## src/rtl/haunt_effect_ctrl.sv

```systemverilog
// Haunted-decoration effect controller: turns one-hot decoded commands into
// registered lamp, sound, movement and fog actuator drive.
module haunt_effect_ctrl #(
    parameter int unsigned SOUND_CYCLES    = 8,
    parameter int unsigned MOVE_CYCLES     = 4,
    parameter int unsigned FOG_ON_CYCLES   = 6,
    parameter int unsigned FOG_COOL_CYCLES = 10
) (
    input  logic        clk,
    input  logic        rst,
    input  logic        cmd_valid,
    input  logic [15:0] cmd_oh,
    output logic        enabled,
    output logic [1:0]  color,
    output logic        sound_active,
    output logic [1:0]  sound_id,
    output logic        hands,
    output logic        jaw,
    output logic        fog_on,
    output logic        fog_cool,
    output logic        err,
    output logic [7:0]  cmd_count
);

    localparam int unsigned SW      = $clog2(SOUND_CYCLES + 1);
    localparam int unsigned MW      = $clog2(MOVE_CYCLES + 1);
    localparam int unsigned FOG_MAX = (FOG_ON_CYCLES > FOG_COOL_CYCLES) ? FOG_ON_CYCLES
                                                                         : FOG_COOL_CYCLES;
    localparam int unsigned FW      = $clog2(FOG_MAX + 1);

    typedef enum logic {
        SND_IDLE = 1'b0,
        SND_PLAY = 1'b1
    } snd_state_e;

    typedef enum logic [1:0] {
        FOG_IDLE = 2'b00,
        FOG_ON   = 2'b01,
        FOG_COOL = 2'b10
    } fog_state_e;

    logic          enabled_q, enabled_d;
    logic [1:0]    color_q, color_d;
    logic          err_q, err_d;
    logic [7:0]    cmd_count_q, cmd_count_d;

    snd_state_e    snd_state_q, snd_state_d;
    logic [1:0]    snd_id_q, snd_id_d;
    logic [SW-1:0] snd_cnt_q, snd_cnt_d;
    logic          pend_valid_q, pend_valid_d;
    logic [1:0]    pend_id_q, pend_id_d;

    // Index 0 is hands, index 1 is jaw; both run identical retriggerable timers.
    logic [1:0]    mv_q, mv_d;
    logic [MW-1:0] mv_cnt_q [2];
    logic [MW-1:0] mv_cnt_d [2];

    fog_state_e    fog_state_q, fog_state_d;
    logic [FW-1:0] fog_cnt_q, fog_cnt_d;

    logic          oh_ok;
    logic          accept;
    logic          soft_rst;
    logic          snd_cmd;
    logic [1:0]    snd_cmd_id;
    logic [1:0]    mv_cmd;
    logic          fog_cmd;

    // NOTE: every signal gets its default at the top of the block so no path leaves it unassigned (no latches).
    always_comb begin
        oh_ok      = (cmd_oh != '0) && ((cmd_oh & (cmd_oh - 16'd1)) == '0);
        accept     = cmd_valid && oh_ok && (enabled_q || cmd_oh[0]);
        soft_rst   = accept && cmd_oh[1];
        snd_cmd    = accept && (|cmd_oh[10:8]);
        snd_cmd_id = {cmd_oh[9] | cmd_oh[10], cmd_oh[8] | cmd_oh[10]};
        mv_cmd     = {accept && cmd_oh[13], accept && cmd_oh[12]};
        fog_cmd    = accept && cmd_oh[14];

        err_d       = err_q | (cmd_valid && !oh_ok);
        cmd_count_d = accept ? cmd_count_q + 8'd1 : cmd_count_q;

        enabled_d = enabled_q;
        if (accept && cmd_oh[0]) begin
            enabled_d = 1'b1;
        end else if (soft_rst) begin
            enabled_d = 1'b0;
        end

        color_d = color_q;
        if (accept && (|cmd_oh[6:4])) begin
            color_d = {cmd_oh[5] | cmd_oh[6], cmd_oh[4] | cmd_oh[6]};
        end else if (soft_rst) begin
            color_d = 2'b00;
        end

        // Sound player: a command arriving on the final PLAY cycle starts next, ahead of pending.
        snd_state_d  = snd_state_q;
        snd_id_d     = snd_id_q;
        snd_cnt_d    = snd_cnt_q;
        pend_valid_d = pend_valid_q;
        pend_id_d    = pend_id_q;
        case (snd_state_q)
            SND_IDLE: begin
                if (snd_cmd) begin
                    snd_state_d = SND_PLAY;
                    snd_id_d    = snd_cmd_id;
                    snd_cnt_d   = SW'(SOUND_CYCLES - 1);
                end
            end
            SND_PLAY: begin
                if (snd_cnt_q == '0) begin
                    pend_valid_d = 1'b0;
                    if (snd_cmd) begin
                        snd_id_d  = snd_cmd_id;
                        snd_cnt_d = SW'(SOUND_CYCLES - 1);
                    end else if (pend_valid_q) begin
                        snd_id_d  = pend_id_q;
                        snd_cnt_d = SW'(SOUND_CYCLES - 1);
                    end else begin
                        snd_state_d = SND_IDLE;
                        snd_id_d    = 2'b00;
                    end
                end else begin
                    snd_cnt_d = snd_cnt_q - SW'(1);
                    if (snd_cmd) begin
                        pend_valid_d = 1'b1;
                        pend_id_d    = snd_cmd_id;
                    end
                end
            end
            default: snd_state_d = SND_IDLE;
        endcase
        if (soft_rst) begin
            snd_state_d  = SND_IDLE;
            snd_id_d     = 2'b00;
            snd_cnt_d    = '0;
            pend_valid_d = 1'b0;
            pend_id_d    = 2'b00;
        end

        for (int i = 0; i < 2; i++) begin
            mv_d[i]     = mv_q[i];
            mv_cnt_d[i] = mv_cnt_q[i];
            if (mv_cmd[i]) begin
                mv_d[i]     = 1'b1;
                mv_cnt_d[i] = MW'(MOVE_CYCLES - 1);
            end else if (mv_q[i]) begin
                if (mv_cnt_q[i] == '0) begin
                    mv_d[i] = 1'b0;
                end else begin
                    mv_cnt_d[i] = mv_cnt_q[i] - MW'(1);
                end
            end
            if (soft_rst) begin
                mv_d[i]     = 1'b0;
                mv_cnt_d[i] = '0;
            end
        end

        // Fog never jumps straight to IDLE: soft reset only shortens ON into COOL.
        fog_state_d = fog_state_q;
        fog_cnt_d   = fog_cnt_q;
        case (fog_state_q)
            FOG_IDLE: begin
                if (fog_cmd) begin
                    fog_state_d = FOG_ON;
                    fog_cnt_d   = FW'(FOG_ON_CYCLES - 1);
                end
            end
            FOG_ON: begin
                if (soft_rst || fog_cnt_q == '0) begin
                    fog_state_d = FOG_COOL;
                    fog_cnt_d   = FW'(FOG_COOL_CYCLES - 1);
                end else begin
                    fog_cnt_d = fog_cnt_q - FW'(1);
                end
            end
            FOG_COOL: begin
                if (fog_cnt_q == '0) begin
                    fog_state_d = FOG_IDLE;
                end else begin
                    fog_cnt_d = fog_cnt_q - FW'(1);
                end
            end
            default: fog_state_d = FOG_IDLE;
        endcase
    end

    // NOTE: state registers use non-blocking assignments so all flops update together at the edge.
    always_ff @(posedge clk or posedge rst) begin
        if (rst) begin
            enabled_q    <= 1'b0;
            color_q      <= 2'b00;
            err_q        <= 1'b0;
            cmd_count_q  <= 8'd0;
            snd_state_q  <= SND_IDLE;
            snd_id_q     <= 2'b00;
            snd_cnt_q    <= '0;
            pend_valid_q <= 1'b0;
            pend_id_q    <= 2'b00;
            mv_q         <= 2'b00;
            mv_cnt_q[0]  <= '0;
            mv_cnt_q[1]  <= '0;
            fog_state_q  <= FOG_IDLE;
            fog_cnt_q    <= '0;
        end else begin
            enabled_q    <= enabled_d;
            color_q      <= color_d;
            err_q        <= err_d;
            cmd_count_q  <= cmd_count_d;
            snd_state_q  <= snd_state_d;
            snd_id_q     <= snd_id_d;
            snd_cnt_q    <= snd_cnt_d;
            pend_valid_q <= pend_valid_d;
            pend_id_q    <= pend_id_d;
            mv_q         <= mv_d;
            mv_cnt_q[0]  <= mv_cnt_d[0];
            mv_cnt_q[1]  <= mv_cnt_d[1];
            fog_state_q  <= fog_state_d;
            fog_cnt_q    <= fog_cnt_d;
        end
    end

    assign enabled      = enabled_q;
    assign color        = color_q;
    assign sound_active = (snd_state_q == SND_PLAY);
    assign sound_id     = snd_id_q;
    assign hands        = mv_q[0];
    assign jaw          = mv_q[1];
    assign fog_on       = (fog_state_q == FOG_ON);
    assign fog_cool     = (fog_state_q == FOG_COOL);
    assign err          = err_q;
    assign cmd_count    = cmd_count_q;

endmodule

```

## config.mk

```make
export PLATFORM = sky130hd
export DESIGN_NAME = haunt_effect_ctrl
export DESIGN_NICKNAME = d
export VERILOG_FILES = /design/src/rtl/haunt_effect_ctrl.sv
export SDC_FILE = /design/constraint.sdc
export NUM_CORES = 1
export LEC_CHECK = 0
export ABC_CLOCK_PERIOD_IN_PS = 1800
export BUFFER_PORTS_ARGS = -buffer_cell sky130_fd_sc_hd__buf_2
export CORE_ASPECT_RATIO = 0.7
export CORE_MARGIN = 4
export CORE_UTILIZATION = 50
export CTS_CLUSTER_SIZE = 16
export DETAILED_ROUTE_END_ITERATION = 8
export PLACE_DENSITY = 0.83
export SETUP_SLACK_MARGIN = 0.3
export SLEW_MARGIN = 10
export SYNTH_ARGS = -nofsm -noshare
export SYNTH_HDL_FRONTEND = slang
export SYNTH_SLANG_ARGS = --single-unit
```

## constraint.sdc

```tcl
create_clock -name clk -period 1.8 [get_ports clk]
set_input_delay 0.36 -clock clk [delete_from_list [all_inputs] [get_ports clk]]
set_output_delay 0.36 -clock clk [all_outputs]
set_load 0.02 [all_outputs]
```

# == Yosys cells after proc, flatten, opt, wreduce, memory -nomap -nowiden ==
# Cells that the tools add are included.
# totals
output_inout_bits,19
ff_bits,36
in_bits,19
# op_classes
reduce_logical,39
n_addsub,6
muxes,53
n_eq_ne,12
bitwise,7
# op_table
cell,n
4-bit two-way mux,8
2-bit two-way mux,13
3-bit two-way mux,8
1-bit two-way mux,19
16-bit bitwise AND,1
16-bit zero test,1
16-bit nonzero test,1
"16-bit by 1-bit subtractor with 16-bit output, second input constant",1
4-bit one-hot mux with 3 select lines,1
3-bit nonzero test,4
1-bit logical AND,11
2-bit AND reduction,5
"3-bit inequality test, second input constant",3
3-bit AND reduction,3
"8-bit by 1-bit adder with 8-bit output, second input constant",1
4-bit zero test,2
4-bit one-hot mux with 2 select lines,1
2-bit nonzero test,4
"4-bit by 1-bit subtractor with 4-bit output, second input constant",2
3-bit zero test,2
"2-bit inequality test, second input constant",3
2-bit one-hot mux with 3 select lines,1
3-bit OR reduction,2
"3-bit by 1-bit subtractor with 3-bit output, second input constant",2
other kinds (12),18

# == Logic depth before layout (Yosys ltp) ==
# depth
word_depth,11
depth_mapped,8

# == Worst setup path after synthesis ==
# Ideal clock, no wire load.
# synth_timing
path_kind,input-to-reg
start,in cmd_oh[0]
end,reg fog_cnt_q[2]
stages,8
path_slack_ns,-0.667
t_arrival_ns,2.327
n_path_buf,1
setup_time_ns,0.140
t_required_ns,1.660
cell_sequence,or3_4 o41a_1 o22ai_2 nand3_2 or3_1 buf_2 a221oi_2 o221ai_1
# synth_via
elab_chain_len,10
# synth_lines
element,line,text
"start, declared",12,"input logic [15:0] cmd_oh,"
16-bit by 1-bit subtractor with 16-bit output,71,oh_ok = (cmd_oh != '0) && ((cmd_oh & (cmd_oh - 16'd1)) == '0);
16-bit bitwise AND,71,
16-bit zero test,71,
1-bit logical AND,71,
1-bit logical AND,72,accept = cmd_valid && oh_ok && (enabled_q || cmd_oh[0]);
1-bit logical AND (*),72,
1-bit logical AND,73,soft_rst = accept && cmd_oh[1];
1-bit logical OR,171,if (soft_rst || fog_cnt_q == '0) begin
4-bit two-way mux,171,
4-bit one-hot mux with 3 select lines,163,case (fog_state_q)
"end signal, assigned",220,fog_cnt_q <= fog_cnt_d;
"end, declared",59,"logic [FW-1:0] fog_cnt_q, fog_cnt_d;"
# Mark *: on every way between the ends. The rest lies on a longest branch, timed or not.
# A chain may end at the register's enable or synchronous reset.

# == Worst setup path in the final report ==
# layout_timing
start,in cmd_oh[11]
end,reg fog_cnt_q[3]
# layout_via
elab_chain_len,10
# layout_lines
element,line
16-bit by 1-bit subtractor with 16-bit output,71
16-bit bitwise AND,71
16-bit zero test,71
1-bit logical AND (*),71
1-bit logical AND (*) (2 in series),72
1-bit logical AND,73
1-bit logical OR,171
4-bit two-way mux,171
4-bit one-hot mux with 3 select lines,163
# Marks and branches as above.

==> metrics.cfg <==
[worst_setup_path]
setup.worst_path.start=cmd_oh[11]
slowest_delay_ps=540
cp.depth=9
worstRegToRegCells=6
critical_path.slowest_cell=nor4_1
critical_path_class=in2reg
crit_path_start_kind=input port
critPathMaxFanout=5
critical_path_required_ps=2030
timing.critical_path.buf_inv=2
end_kind=flip-flop
r2r-start=enabled
crit_family=simple AND/OR/NAND/NOR gates
r2r_setup_slack_ps=-130
cp.arrival_ps=2870
path_cells=buf_2, nor4_1, a21boi_0, o32ai_1, buf_4, nand3_4, or3_4, a211oi_1, mux2_4

[clock_tree]
numCtsBuffers=5
cts_tree=yes
clkTransAtPathRegs_ps=70
cts-htree-levels=2
clock-sinks=36
root_buffer=clkbuf_8
cts_hold_buf=0
clock_latency_ps=290
clockBufferDepth=2

[global_route]
grt_pass1_wl_um=11700
gr-usage-met1_pct=33.9
grt_most_used_layer=met2
met2_usage_pct=41.2
grt_max_degree=37
track_usage_pct=26.3
antenna_found_initial=0
met3_usage_pct=7.89
grt_pass1_vias=2480
overflow=0

[detailed_routing]
firstDrtPassIters=5
avgRoutedWirePerCell_um=20.1
totalWireLength_um=8570
viasPerCell=6.28
drc_errors=0
vias=2674
drt-initial-drc-count=272
detail-route-antenna-nets=0

[power_and_ir_drop]
p_per_area_nw_per_um2=790
leakagePower_nw=1.73
power_mw=2.93
max-vdd-ir-drop_mv=0.464

[timing]
finalCritPeriodShare_pct=146
rsz0062_at_grt=yes
fin_ws_ps=-836
worst_pin_slew_ps=582
min_period_ps=2640
final-setup-viol-count=36
drv_slew=0
setup_tns_ps=-22860
timing.hold.ws_ps=169
fin_skew_ps=3.33
timing.max_slew.rel_slack_pct=60.8
fmax_ghz=0.379
finalHoldViolCount=0

[layout]
drive_gt1_share_pct=50.4
final_util_pct=83.7
area_growth_pct=59.1
final_nets=404
fillers=247
antenna_cells=0

[status]
violations=setup timing
status=finished with violations

[flow_run]
max_cap_viol_count=0

[logic_synthesis]
synth_edf_count=0
ys.flop_type=dfrtp_1
synth_area_leaders=dfrtp_1 39%, ha_1 7.5%, nor2_1 3.9%
netlist_instances=257
seq_area_frac_synth_pct=38.7
synth_common_cells=36 x dfrtp_1, 24 x nor2_1, 18 x inv_1, 18 x nand2_1, 15 x a21oi_1
netlist_area_um2=2330
ys_ff_latch=36
yosysWarnings=0
avgSynthCellArea_um2=9.07
synth_top_cell_by_area=dfrtp_1
yosysMostFrequentCell=dfrtp_1
synth_top_area_share_pct=38.7
synthArstFlopShare_pct=100
synth_cell_types=57
syn_nets=290

[placement]
hpwl_um=4800
io_buffers=37
place.gp.congestion=0.943
post-place-ws_ps=-901

[die]
fp.dieW_um=89.6
pin_count=38
die_height_um=65.1
initial_core_util_pct=52.6
rows=20
die-area_um2=5830
core-area_um2=4430

[worst_hold_path]
min_path_type=in2async

worst min-delay path, cell delays in order:
cell   delay (ps)
buf_2         100
inv_1          40
buf_4         400
what timing repair did:
action / in CTS / in global routing
buffers inserted: 13 / 9
resized for setup: 62 / 48
setup endpoints to repair: 38 / 39
gates cloned: 1 / 0
hold endpoints to repair: 0 / 0
pin swaps: 26 / 29
worst paths after layout:
path	end
worst max-delay path	fog_cnt_q[3]
worst min-delay path	fog_state_q[1]
worst max register to register	fog_state_q[0]
worst min register to register	err
max in group asynchronous	sound_active
min in group clk	enabled
per-layer routing:
layer | vias up | wire, µm
met4 | 0 | 497
met1 | 1254 | 3330
met5 | - | 0
met2 | 183 | 3990
met3 | 63 | 756
li1 | 1174 | -
layout make-up:
type                       count  area (µm²)  area share [%]
clock buffer                   6        72.6            1.96
clock inverter                 1        5.00           0.135
inverter                      18        67.6            1.82
multi-input combinational    197        1710            46.1
sequential                    36         902            24.3
tap                           55        68.8            1.86
timing repair buffer         113         883            23.8
through the flow:
step | area (µm²) | instances
2_1_floorplan | 2390 | 257
3_3_place_gp | 3010 | 396
3_5_place_dp | 3010 | 396
4_1_cts | 3430 | 417
5_1_grt | 3710 | 426
6_report | 3710 | 426
kinds of logic after synthesis:
group / count (synthesis) / share of synthesized area, %
fa+ha+maj: 14 / 7.52
xor+xnor: 11 / 4.14
mux: 3 / 1.45
simple gates: 96 / 21.7
compound gates: 73 / 22.5
buf+inv: 24 / 4.03
flops: 36 / 38.7
sequential cells by signal (all words and copies together), names as in the netlist:
name	cells
color	2
snd_cnt_q	4
pend_id_q	2
sound_id	2
cmd_count	8
err	1
fog_state_q	2
mv_cnt_q	6
enabled	1
sound_active	1
fog_cnt_q	4
pend_valid_q	1
mv_q	2
layout by cell type (no fill, tap or decap), types with 3 or more instances in the layout:
master     n
a21oi_1    8
a21oi_2    7
a22o_1     4
a31oi_1    5
and3_1     3
buf_2     31
buf_4     56
buf_6     22
buf_8      4
clkbuf_8   5
dfrtp_1   35
ha_1      12
inv_1     16
nand2_1   13
nand2_2    4
nand2b_1   3
nand3_1    3
nand4_1    7
nor2_1    20
nor2_4     3
nor3_1     3
nor3_2     3
nor3_4     4
o21ai_0    6
o21ai_1    3
o21ai_2    5
or2_2      3
or3_4      4
xnor2_1    9
where the power goes:
| part | leakage [nW] | total [mW] | internal [mW] | switching [mW] |
|---|---|---|---|---|
| clock network | 0.0410 | 0.539 | 0.263 | 0.276 |
| registers | 0.477 | 0.981 | 0.882 | 0.0992 |
| logic | 1.21 | 1.41 | 0.635 | 0.773 |
| total | 1.73 | 2.93 | 1.78 | 1.15 |
Note: power is estimated with default switching activity, not from simulation.
